### src/rtl/seven_segment_pkg.sv
// seven_segment_pkg: shared constants for the multiplexed BCD seven-segment counter.
package seven_segment_pkg;
    localparam int BCD_W = 4;
    localparam int DEF_NUM_DIGITS = 4;
    localparam int DEF_CNT_W = 24;
    localparam int DEF_COMPARE = 16_000_000;
    localparam int DEF_SCAN_DIV = 1000;
    localparam logic [6:0] SEG_0 = 7'b0111111;
    localparam logic [6:0] SEG_1 = 7'b0000110;
    localparam logic [6:0] SEG_2 = 7'b1011011;
    localparam logic [6:0] SEG_3 = 7'b1001111;
    localparam logic [6:0] SEG_4 = 7'b1100110;
    localparam logic [6:0] SEG_5 = 7'b1101101;
    localparam logic [6:0] SEG_6 = 7'b1111100;
    localparam logic [6:0] SEG_7 = 7'b0000111;
    localparam logic [6:0] SEG_8 = 7'b1111111;
    localparam logic [6:0] SEG_9 = 7'b1100111;
    localparam logic [6:0] SEG_BLANK = 7'b0000000;
endpackage

### src/rtl/seven_segment_counter_mux_seg7_decode.sv
// seg7_decode: BCD digit to active-high {g,f,e,d,c,b,a} segments, blank on 10..15.
module seg7_decode
    import seven_segment_pkg::*;
(
    input  logic [BCD_W-1:0] bcd,
    output logic [6:0]       seg
);
    always_comb begin
        case (bcd)
            4'd0: seg = SEG_0;
            4'd1: seg = SEG_1;
            4'd2: seg = SEG_2;
            4'd3: seg = SEG_3;
            4'd4: seg = SEG_4;
            4'd5: seg = SEG_5;
            4'd6: seg = SEG_6;
            4'd7: seg = SEG_7;
            4'd8: seg = SEG_8;
            4'd9: seg = SEG_9;
            default: seg = SEG_BLANK;
        endcase
    end
endmodule

### src/rtl/seven_segment_counter_mux.sv
// seven_segment_counter_mux: prescaled up/down BCD counter with a time-multiplexed
// seven-segment scan driver.
module seven_segment_counter_mux
    import seven_segment_pkg::*;
#(
    parameter int NUM_DIGITS = DEF_NUM_DIGITS,
    parameter int CNT_W = DEF_CNT_W,
    parameter int DEFAULT_COMPARE = DEF_COMPARE,
    parameter int SCAN_DIV = DEF_SCAN_DIV
) (
    input  logic                  clk,
    input  logic                  reset_n,
    input  logic [CNT_W-1:0]      compare_in,
    input  logic                  update_compare,
    input  logic                  clear,
    input  logic                  enable,
    input  logic                  up_down,
    output logic [6:0]            led_out,
    output logic [NUM_DIGITS-1:0] digit_sel,
    output logic                  tick,
    output logic                  carry_out
);
    localparam int SW = SCAN_DIV > 1 ? $clog2(SCAN_DIV) : 1;
    localparam int IW = NUM_DIGITS > 1 ? $clog2(NUM_DIGITS) : 1;
    logic [CNT_W-1:0] prescaler, compare, eff_compare;
    logic [NUM_DIGITS-1:0][BCD_W-1:0] digits, nxt;
    logic [NUM_DIGITS:0] chain;
    logic [SW-1:0] scan_div;
    logic [IW-1:0] scan_idx;
    logic step, scan_wrap;
    logic [6:0] seg;
    assign eff_compare = (compare == '0) ? CNT_W'(1) : compare;
    assign step = enable && !update_compare && !clear && (prescaler == eff_compare - CNT_W'(1));
    assign scan_wrap = (scan_div == SW'(SCAN_DIV - 1));
    // chain[k] is high when digit k must roll this cycle; chain[NUM_DIGITS] is the whole-counter wrap
    always_comb begin
        chain[0] = step;
        for (int k = 0; k < NUM_DIGITS; k++)
            chain[k+1] = chain[k] && (digits[k] == (up_down ? BCD_W'(9) : BCD_W'(0)));
    end
    for (genvar i = 0; i < NUM_DIGITS; i++) begin : g_digit
        assign nxt[i] = !chain[i] ? digits[i] :
                        up_down ? (digits[i] == BCD_W'(9) ? '0 : digits[i] + 1'b1) :
                                  (digits[i] == '0 ? BCD_W'(9) : digits[i] - 1'b1);
    end
    always_ff @(posedge clk or negedge reset_n) begin
        if (!reset_n) begin
            prescaler <= '0;
            compare <= CNT_W'(DEFAULT_COMPARE);
            digits <= '0;
            tick <= 1'b0;
            carry_out <= 1'b0;
        end else begin
            tick <= step;
            carry_out <= chain[NUM_DIGITS];
            if (update_compare) begin
                compare <= compare_in;
                prescaler <= '0;
                digits <= '0;
            end else if (clear) begin
                prescaler <= '0;
                digits <= '0;
            end else begin
                digits <= nxt;
                if (enable) prescaler <= step ? '0 : prescaler + 1'b1;
            end
        end
    end
    seg7_decode u_dec (.bcd(digits[scan_idx]), .seg(seg));
    always_ff @(posedge clk or negedge reset_n) begin
        if (!reset_n) begin
            scan_div <= '0;
            scan_idx <= '0;
            led_out <= SEG_0;
            digit_sel <= NUM_DIGITS'(1);
        end else begin
            scan_div <= scan_wrap ? '0 : scan_div + 1'b1;
            if (scan_wrap) scan_idx <= (scan_idx == IW'(NUM_DIGITS - 1)) ? '0 : scan_idx + 1'b1;
            led_out <= seg;
            digit_sel <= NUM_DIGITS'(1) << scan_idx;
        end
    end
endmodule

### config.mk
export PLATFORM = sky130hd
export DESIGN_NAME = seven_segment_counter_mux
export DESIGN_NICKNAME = d
export VERILOG_FILES = /design/src/rtl/seven_segment_pkg.sv /design/src/rtl/seven_segment_counter_mux_seg7_decode.sv /design/src/rtl/seven_segment_counter_mux.sv
export SDC_FILE = /design/constraint.sdc
export NUM_CORES = 1
export LEC_CHECK = 0
export BUFFER_PORTS_ARGS = -buffer_cell sky130_fd_sc_hd__buf_4
export CAP_MARGIN = 30
export CORE_MARGIN = 10
export CORE_UTILIZATION = 60
export CTS_CLUSTER_DIAMETER = 50
export CTS_CLUSTER_SIZE = 25
export DETAILED_ROUTE_END_ITERATION = 12
export PLACE_DENSITY = 0.83
export SKIP_LAST_GASP = 1
export SYNTH_ARGS = -nofsm -noshare
export SYNTH_HDL_FRONTEND = slang
export SYNTH_SLANG_ARGS = --single-unit
### constraint.sdc
create_clock -name clk -period 4.9 [get_ports clk]
set_input_delay 0.49 -clock clk [delete_from_list [all_inputs] [get_ports clk]]
set_output_delay 0.49 -clock clk [all_outputs]
set_load 0.05 [all_outputs]
==> impl_metrics.json, run 1 <==
{
  "status": "completed",
  "critPathKind": "reg2reg",
  "switching_share": 0.266,
  "cp.arrival_ps": 4930,
  "irDropWorstVdd_mv": 0.179,
  "synthesis.area_um2": 5740,
  "synthXorXnorAreaFrac": 0.0946,
  "cts_max_level": 3,
  "yosysWarnings": 0,
  "grt_max_degree": 70,
  "layout_commonest_cell": "dfrtp_1",
  "r2r-end": "digits[12]$_DFFE_PN0P_",
  "relSlewSlack": 0.428,
  "top_layer_used": "met4",
  "worst-r2r-cell-count": 15,
  "dieArea_um2": 13900,
  "clockBufferDepth": 2,
  "cp.depth": 15,
  "core_area_um2": 9280,
  "grt_pass1_vias": 4713,
  "worstPathCellList": "or4_1 > nor4_4 > nand2_2 > nor2_1 > nor2_1 > ha_1 > or4b_1 > nor2_1 > or4b_2 > xnor2_1 > nor4_1 > nand2_1 > or4b_4 > or4_1 > a21oi_1",
  "worstSkewPairLatency_ps": 380,
  "min_to": "compare[16]$_DFFE_PN0P_",
  "dp_hpwl_um": 9530,
  "synth_compound_area_frac": 0.129,
  "r2r_slack_ps": 270,
  "firstDrtPassIters": 5,
  "yosys_register_bits": 89,
  "wl_um": 13100,
  "cap_violations": 0,
  "pwr-share-seq": 0.536,
  "syn-num-nets": 678,
  "syn_inst": 624,
  "synth-adder-area-share": 0.0523,
  "synth.top_cell.area_share": 0.327,
  "powerDensity_nw_per_um2": 232,
  "period_minus_slack_ps": 4630,
  "fin_crit_sh": 0.945,
  "path_clk_slew_ps": 100,
  "syn_area_per_cell_um2": 9.20,
  "synth_top_family_by_area": "simple AND/OR/NAND/NOR gates",
  "cp_num_buf_inv": 0,
  "diodes": 0,
  "fp.dieH_um": 118,
  "yosys-mux-area-fraction": 0.0770,
  "rows": 35,
  "layout.nets": 707,
  "cts_tree": "done",
  "die_w_um": 118,
  "setup-violations-final": 0,
  "fin_tns_setup_ps": 0,
  "wl_met3_um": 696,
  "async_flop_share": 1.00,
  "fmax_mhz": 216,
  "wl_per_cell_um": 16.6,
  "dr_wl_met2_um": 6650,
  "crit_path_end_kind": "flip-flop",
  "io_pins": 43,
  "start_util": 0.618,
  "utilization": 0.686,
  "startpoint_type": "flip-flop",
  "grt_pass1_wl_um": 22200,
  "slowest_delay_ps": 640,
  "hold_violations": 0,
  "cts_sinks": 89,
  "gp_congestion": 0.883,
  "vias": 4825,
  "fin_skew_ps": 16.1,
  "viasPerCell": 6.13,
  "ant_nets": 0,
  "port_buffers": 42,
  "leakage_uw": 0.00257,
  "grt_overflow": 0,
  "area_growth_pct": 10.9,
  "r2r_start": "compare[18]$_DFFE_PN1P_",
  "power_uw": 1480,
  "yosys.area_share.simple": 0.215,
  "power_frac_clock": 0.358,
  "drt-initial-drc-count": 357,
  "drc": 0,
  "path_max_fanout": 14,
  "ys_top_cells_by_area": "dfrtp_1 (33%), dfstp_2 (6.4%), ha_1 (5.2%)",
  "p_int_uw": 1080,
  "maxSlewViolCount": 0,
  "drive_gt1_frac": 0.184,
  "yosysTopAreaCell": "dfrtp_1",
  "hold_start": "compare_in[16]",
  "fillCellCount": 722,
  "min_path_type": "in2reg",
  "ys_types": 66,
  "numCtsBuffers": 9,
  "whs_path_depth": 2,
  "grt_antenna_before_repair": 0,
  "pwr-share-comb": 0.105,
  "worstMarginPinSlew_ps": 857,
  "met1_length_um": 5410,
  "layout_common_cells": "dfrtp_1 (75), nor2_1 (69), nand2_1 (54)",
  "cts_root_buf": "clkbuf_8",
  "path_common_cell": "nor2_1",
  "synth_edf_count": 0,
  "required_ps": 5200,
  "p_switching_uw": 394,
  "rsz0062_at_grt": "false",
  "critPathTopFamily": "simple AND/OR/NAND/NOR gates",
  "crit_slowest_cell": "or4b_4",
  "grt_use_total": 0.187,
  "yosysSeqAreaShare": 0.391,
  "ys.flop_type": "dfrtp_1"
}
logic make-up after synthesis:
kind of cell / after synthesis
AOI/OAI and AO/OA: 112
xor gates and xnor gates: 62
adders and majority gates: 24
buffers and inverters: 60
DFF: 89
muxes: 36
and+or+nand+nor: 241
synth_stat cells, types with 5 or more instances:
master / instances
a211oi_1: 5
a21oi_1: 32
and3_1: 9
clkbuf_1: 28
dfrtp_1: 75
dfstp_2: 14
ha_1: 24
inv_1: 25
mux2_2: 25
mux2i_1: 7
nand2_1: 54
nand2b_1: 6
nand3_1: 23
nand3b_1: 6
nand4_1: 6
nor2_1: 69
nor2b_1: 6
nor3_1: 16
nor4_1: 11
o21ai_0: 21
o22ai_1: 6
o31ai_1: 5
or3_1: 8
or4_1: 7
xnor2_1: 32
xor2_1: 30
state kept, by name, indices dropped and copies added, names as in the netlist:
name	count
prescaler	24
digit_sel	4
scan_idx	2
compare	24
carry_out	1
tick	1
digits	16
led_out	7
scan_div	10
metal layers:
| metal | up-vias | GRT usage |
|---|---|---|
| met5 | - | 0 |
| met4 | 0 | 0.0696 |
| met3 | 35 | 0.0499 |
| met2 | 159 | 0.321 |
| met1 | 2349 | 0.218 |
| li1 | 2282 | - |
metrics by stage:
| stage | setup slack (ps) | hold slack [ps] | area (um2) | std cells |
|---|---|---|---|---|
| floorplan | 504 | 194 | 5740 | 624 |
| global placement | 304 | 387 | 6150 | 770 |
| detailed placement | 172 | 392 | 6150 | 770 |
| CTS | 137 | 333 | 6360 | 787 |
| global route | 3.29 | 317 | 6360 | 787 |
| finish | 268 | 337 | 6360 | 787 |
power groups by stage:
stage / Combinational, uW / Sequential, uW / Clock, uW
6_report: 156 / 793 / 529
5_1_grt: 171 / 797 / 570
4_1_cts: 155 / 793 / 534
3_5_place_dp: 154 / 807 / 0
3_3_place_gp: 149 / 804 / 0
2_1_floorplan: 110 / 790 / 0
how the worst max path moves through the flow:
| stage | start | endpoint | slack [ps] |
|---|---|---|---|
| 4_1_cts | compare[18]$_DFFE_PN1P_ | digits[12]$_DFFE_PN0P_ | 140 |
| 3_5_place_dp | compare[18]$_DFFE_PN1P_ | digits[12]$_DFFE_PN0P_ | 170 |
| 3_3_place_gp | compare[18]$_DFFE_PN1P_ | digits[10]$_DFFE_PN0P_ | 300 |
| 6_report | compare[18]$_DFFE_PN1P_ | digits[12]$_DFFE_PN0P_ | 270 |
| 2_1_floorplan | compare[10]$_DFFE_PN1P_ | digits[12]$_DFFE_PN0P_ | 500 |
| 5_1_grt | compare[15]$_DFFE_PN0P_ | digits[10]$_DFFE_PN0P_ | 3 |
final cells by class:
cell class                 instances  area (um2)  share of cell area
multi-input combinational        475        3260               0.513
sequential                        89        2240               0.353
timing repair buffer              52         393              0.0617
tap                              129         161              0.0254
clock buffer                      11         141              0.0222
inverter                          26        97.6              0.0153
clock inverter                     5        62.6             0.00983
timing repair:
item	CTS	global route
endpoints found under the setup margin	0	33
hold buffers	1	0
setup buffers	0	0
endpoints found under the hold margin	13	0
resized for setup	0	1
(Power assumes the default switching activity.)
==> run 2, diff against run 1 <==
- REMOVE_ABC_BUFFERS: unset -> 1
==> run 2 against run 1 <==
Hold slack worse by 230 ps. Sequential cell count stayed put. Clock skew rose by 2.4 ps. Sequential power barely moved. Critical path depth is the same. Non-clock buffer count stayed put. Clock power fell by 7.2%. Via count about the same. Die area stayed put. Final cell count did not move. Setup slack got worse by 22 ps. Sequential share of layout area grew 0.13 points. Largest power group unchanged. Highest routed layer unchanged.
==> impl_metrics.json, run 2 (synthesized netlist as in run 1, its figures left out) <==
{
  "status": "completed",
  "fmax_mhz": 215,
  "hold_violations": 0,
  "numCtsBuffers": 9,
  "multiInputGateArea_um2": 3270,
  "die_w_um": 118,
  "dp.cells": 771,
  "cp.arrival_ps": 4950,
  "crit_path_end_kind": "flip-flop",
  "viasPerCell": 6.13,
  "firstDrtPassIters": 5,
  "port_buffers": 42,
  "stdcell_count": 787,
  "rsz0062_at_grt": "false",
  "diodes": 0,
  "cts_sinks": 89,
  "dp_hpwl_um": 9820,
  "maxSlewViolCount": 0,
  "cts_max_level": 3,
  "powerDensity_nw_per_um2": 227,
  "grt_pass1_vias": 4728,
  "rows": 35,
  "cts_tree": "done",
  "postCtsHoldBufs": 0,
  "fin_skew_ps": 18.5,
  "ant_nets": 0,
  "grt_overflow": 0,
  "layout_common_cells": "dfrtp_1 (75), nor2_1 (69), nand2_1 (54)",
  "start_util": 0.618,
  "drc": 0,
  "critPathKind": "reg2reg",
  "relSlewSlack": 0.469,
  "period_minus_slack_ps": 4650,
  "gp_congestion": 0.909,
  "layout_commonest_cell": "dfrtp_1",
  "grt_antenna_before_repair": 0,
  "io_pins": 43,
  "clockBufferDepth": 2,
  "path_max_fanout": 12,
  "placed_area_um2": 6160,
  "grt_max_degree": 48,
  "fin_tns_setup_ps": 0,
  "dieArea_um2": 13900,
  "drt-initial-drc-count": 462,
  "core_area_um2": 9280,
  "fillCellCount": 737,
  "seq_area_um2": 2240,
  "setup-violations-final": 0,
  "leakage_uw": 0.00256,
  "grt_pass1_wl_um": 22600,
  "fin_crit_sh": 0.950,
  "reg_top3": "compare (24), prescaler (24), digits (16)",
  "worstSkewPairLatency_ps": 380,
  "area_growth_pct": 10.5,
  "layout.nets": 707,
  "min_path_type": "in2async",
  "fp.dieH_um": 118,
  "design_area_um2": 6340,
  "drive_gt1_frac": 0.181,
  "cts_setup_buffers": 0,
  "irDropWorstVdd_mv": 0.165,
  "r2r_slack_ps": 250,
  "startpoint_type": "flip-flop",
  "wl_per_cell_um": 16.9,
  "grt_use_total": 0.193,
  "vias": 4826,
  "critPathLaunch": "compare[18]$_DFFE_PN1P_",
  "path_clk_slew_ps": 90,
  "cts_root_buf": "clkbuf_8",
  "cap_violations": 0,
  "wl_um": 13300,
  "r2r_start": "compare[18]$_DFFE_PN1P_",
  "worstMarginPinSlew_ps": 792,
  "required_ps": 5200
}
## run 2: path summary, 6_finish.rpt
kind | end | depth (start not counted)
min in group clk | compare[1]$_DFFE_PN0P_ | 3
setup / recovery | digits[10]$_DFFE_PN0P_ | 15
setup reg to reg | digits[10]$_DFFE_PN0P_ | 15
max in group asynchronous | compare[2]$_DFFE_PN0P_ | 2
hold reg to reg | scan_div[0]$_DFF_PN0_ | 1
hold / removal | compare[15]$_DFFE_PN0P_ | 1
## run 2: report_power, final
part	internal [uW]	switching [uW]	leakage, uW
Clock	236	255	0.0000876
Sequential	759	33.9	0.00114
Combinational	71.8	85.7	0.00133
Total	1070	374	0.00256
## run 2: area by class of cell
type	instances	area share
clock inverters	3	0.00671
flip-flops and latches	89	0.354
well taps	129	0.0255
inverters	26	0.0154
repair buffers	52	0.0616
clock buffers	13	0.0219
multi-input cells	475	0.515
## run 2: per-layer routing
metal	vias up	share of wire	global-route usage
met2	163	0.48	0.317
li1	2283	-	-
met1	2354	0.43	0.237
met4	0	0.019	0.0580
met3	26	0.070	0.0576
met5	-	0	0
## run 2: critical path, stage by stage, from the launching register on
cell and delay [ps]:
dfstp_2 560, or4_1 240, nor4_4 90, nand2_2 110, nor2_1 50, nor2_1 110, ha_1 220, or4b_1 560
nor2_1 170, or4b_2 610, xnor2_1 160, nor4_1 290, nand2_1 100, or4b_4 640, or4_1 520, a21oi_1 150
## run 2: repair_timing
action / in CTS / in global routing
hold endpoints to repair: 0 / 0
endpoints found under the setup margin: 0 / 25
gates resized for setup: 0 / 1
## run 2: per-stage QoR
step           hold slack (ps)  total power, uW  setup slack (ps)  utilization
2_1_floorplan              194              887               383            -
3_3_place_gp               474              954               320        0.663
3_5_place_dp               480              962               150        0.663
4_1_cts                    112             1450               133        0.683
5_1_grt                    131             1510              24.7        0.683
6_report                   111             1440               246        0.683
==> run 3, diff against run 2 <==
--- a/config.mk
+++ b/config.mk
@@ -13,8 +13,9 @@
 export CTS_CLUSTER_SIZE = 25
 export DETAILED_ROUTE_END_ITERATION = 12
-export PLACE_DENSITY = 0.83
+export PLACE_DENSITY = 0.82
 export REMOVE_ABC_BUFFERS = 1
 export SKIP_LAST_GASP = 1
 export SYNTH_ARGS = -nofsm -noshare
 export SYNTH_HDL_FRONTEND = slang
+export SYNTH_HIERARCHICAL = 1
 export SYNTH_SLANG_ARGS = --single-unit
==> constraint.sdc (replaced) <==
create_clock -name clk -period 4.9 [get_ports clk]
set_input_delay 0 -clock clk [delete_from_list [all_inputs] [get_ports clk]]
set_output_delay 0 -clock clk [all_outputs]
set_load 0.05 [all_outputs]
==> run 3 against run 2 <==
Non-clock buffer count increased by 22. Cell area increased by 6.7%. Largest power group unchanged. Core utilization rose by 1.6 points. Final cell count rose by 5.8%. Sequential share of layout area is 2.2 points lower. Sequential cell count unchanged. Maximum frequency grew 8.4%. Clock skew is 4.4 ps lower. Area after synthesis rose by 3.0%. Synthesized cell count up 3.2%.
==> impl_metrics.json, run 3 <==
{
  "fin_skew_ps": 14.1,
  "utilization": 0.699,
  "worstPathCellList": "nor4_1 > and4_1 > a21oi_1 > ha_1 > or4b_1 > nor3_1 > mux2_2 > a21o_1 > a211oi_1 > nand4_1 > buf_4 > a311o_1 > a21oi_1",
  "io_pins": 43,
  "setup-violations-final": 0,
  "async_flop_share": 1.00,
  "postCtsHoldBufs": 26,
  "reg_top3": "compare (24), prescaler (24), digits (16)",
  "rsz0062_at_grt": "false",
  "core_area_um2": 9680,
  "power_uw": 1540,
  "grt_max_degree": 64,
  "layout_common_cells": "nor2_1 (78), dfrtp_1 (75), nand2_1 (62)",
  "synth.top_cell.area_share": 0.318,
  "worstSkewPairLatency_ps": 380,
  "cts_tree": "done",
  "ys_top_cells_by_area": "dfrtp_1 (32%), dfstp_2 (6.2%), ha_1 (5.1%)",
  "grt_use_total": 0.201,
  "area_growth_pct": 14.5,
  "maxSlewViolCount": 0,
  "cap_violations": 0,
  "status": "completed",
  "yosysSeqAreaShare": 0.380,
  "grt_pass1_wl_um": 24100,
  "use_met1": 0.242,
  "p_switching_uw": 407,
  "die_w_um": 119,
  "worstMarginPinSlew_ps": 770,
  "leakage_uw": 0.00272,
  "stdcell_count": 833,
  "critPathKind": "reg2reg",
  "cts_resized": 0,
  "rows": 36,
  "yosysTopAreaCell": "dfrtp_1",
  "cts_setup_buffers": 0,
  "cp_num_buf_inv": 1,
  "fillCellCount": 728,
  "grt-busiest-layer": "met2",
  "startpoint_type": "flip-flop",
  "diodes": 0,
  "numCtsBuffers": 9,
  "synth_edf_count": 0,
  "ys.flop_type": "dfrtp_1",
  "syn_area_per_cell_um2": 9.18,
  "r2r_slack_ps": 610,
  "cts_sinks": 89,
  "yosys_register_bits": 89,
  "drive_gt1_frac": 0.179,
  "relSlewSlack": 0.486,
  "synthTopCellsByCount": "nor2_1 (78), dfrtp_1 (75), nand2_1 (62)",
  "yosysWarnings": 6,
  "p_int_uw": 1130,
  "cts_max_level": 3,
  "use_met3": 0.0411,
  "path_clk_slew_ps": 90,
  "hold_violations": 0,
  "power_frac_clock": 0.354,
  "crit_slowest_cell": "dfstp_2",
  "grt_antenna_before_repair": 0,
  "viasPerCell": 6.01,
  "gp_congestion": 0.991,
  "start_util": 0.610,
  "port_buffers": 42,
  "synthesis.area_um2": 5910,
  "synth_most_common_cell": "nor2_1",
  "path_common_cell": "a21oi_1",
  "switching_share": 0.265,
  "dp.cells": 791,
  "drc": 0,
  "met2_usage": 0.350,
  "place_worst_setup_slack_ps": 699,
  "fin_tns_setup_ps": 0,
  "crit_path_end_kind": "flip-flop",
  "powerDensity_nw_per_um2": 227,
  "grt_overflow": 0,
  "firstDrtPassIters": 5,
  "path_max_fanout": 10,
  "fp.dieH_um": 119,
  "cp.arrival_ps": 4590,
  "dieArea_um2": 14200,
  "drt-initial-drc-count": 517,
  "layout_commonest_cell": "nor2_1",
  "layout.nets": 749,
  "clockBufferDepth": 2,
  "fin_crit_sh": 0.876,
  "vias": 5009,
  "pwr-share-comb": 0.127,
  "fmax_mhz": 233,
  "irDropWorstVdd_mv": 0.208,
  "cts_root_buf": "clkbuf_8",
  "layout_setup_ws_ps": 607,
  "pwr-share-seq": 0.520,
  "ant_nets": 0,
  "wl_um": 14100,
  "critPathTopFamily": "simple AND/OR/NAND/NOR gates",
  "min_path_type": "in2async",
  "syn_inst": 644,
  "ys_types": 73,
  "wl_per_cell_um": 16.9,
  "dp_hpwl_um": 10100,
  "required_ps": 5200,
  "period_minus_slack_ps": 4290,
  "grt_pass1_vias": 5002,
  "slowest_delay_ps": 600
}
-- run 3: power groups by stage --
stage	Combinational, uW	Sequential [uW]	Clock, uW
6_report	195	799	543
5_1_grt	211	805	581
4_1_cts	194	798	550
3_5_place_dp	176	812	0
3_3_place_gp	171	809	0
2_1_floorplan	109	801	0
-- run 3: layer usage --
metal	up-vias	wire (um)
li1	2389	-
met1	2448	5950
met2	152	7200
met3	20	709
met4	0	200
met5	-	0
-- run 3: through the flow --
stage          hold slack [ps]  instance area, um2
2_1_floorplan             -296                5770
3_3_place_gp             -60.7                6290
3_5_place_dp             -56.3                6290
4_1_cts                   55.4                6770
5_1_grt                   76.1                6770
6_report                  77.7                6770
-- run 3: layout make-up --
class                      instances  area (um2)  area share
sequential                        89        2240       0.332
multi-input combinational        497        3430       0.507
clock buffer                      12         165      0.0244
inverter                          24        90.1      0.0133
tap                              133         166      0.0246
timing repair buffer              74         621      0.0917
clock inverter                     4        50.0     0.00740
-- run 3: cell families (layout without fill, tap and decap cells) --
family	count (synthesis)	after routing	synth area share
buffers and inverters	58	114	0.0396
adder cells (fa/ha/maj)	24	24	0.0508
multiplexers	39	39	0.0817
AND/OR/NAND/NOR	268	268	0.241
AO/OA/AOI/OAI	108	108	0.121
flip-flops	89	89	0.380
XOR/XNOR	58	58	0.0860
-- run 3: worst paths after layout --
kind,from,to,depth (start not counted)
worst max-delay path,compare[10]$_DFFE_PN1P_,digits[0]$_DFFE_PN0P_,13
worst min-delay path,reset_n,digits[14]$_DFFE_PN0P_,2
worst max register to register,compare[10]$_DFFE_PN1P_,digits[0]$_DFFE_PN0P_,13
worst min register to register,scan_div[0]$_DFF_PN0_,scan_div[0]$_DFF_PN0_,1
max in group asynchronous,reset_n,scan_div[9]$_DFF_PN0_,3
min in group clk,update_compare,compare[1]$_DFFE_PN0P_,3
-- run 3: worst reg2reg max path: stages (launching register included) --
cell	delay, ps
dfstp_2	600
nor4_1	80
and4_1	320
a21oi_1	180
ha_1	230
or4b_1	600
nor3_1	350
mux2_2	400
a21o_1	160
a211oi_1	310
nand4_1	280
buf_4	250
a311o_1	320
a21oi_1	140
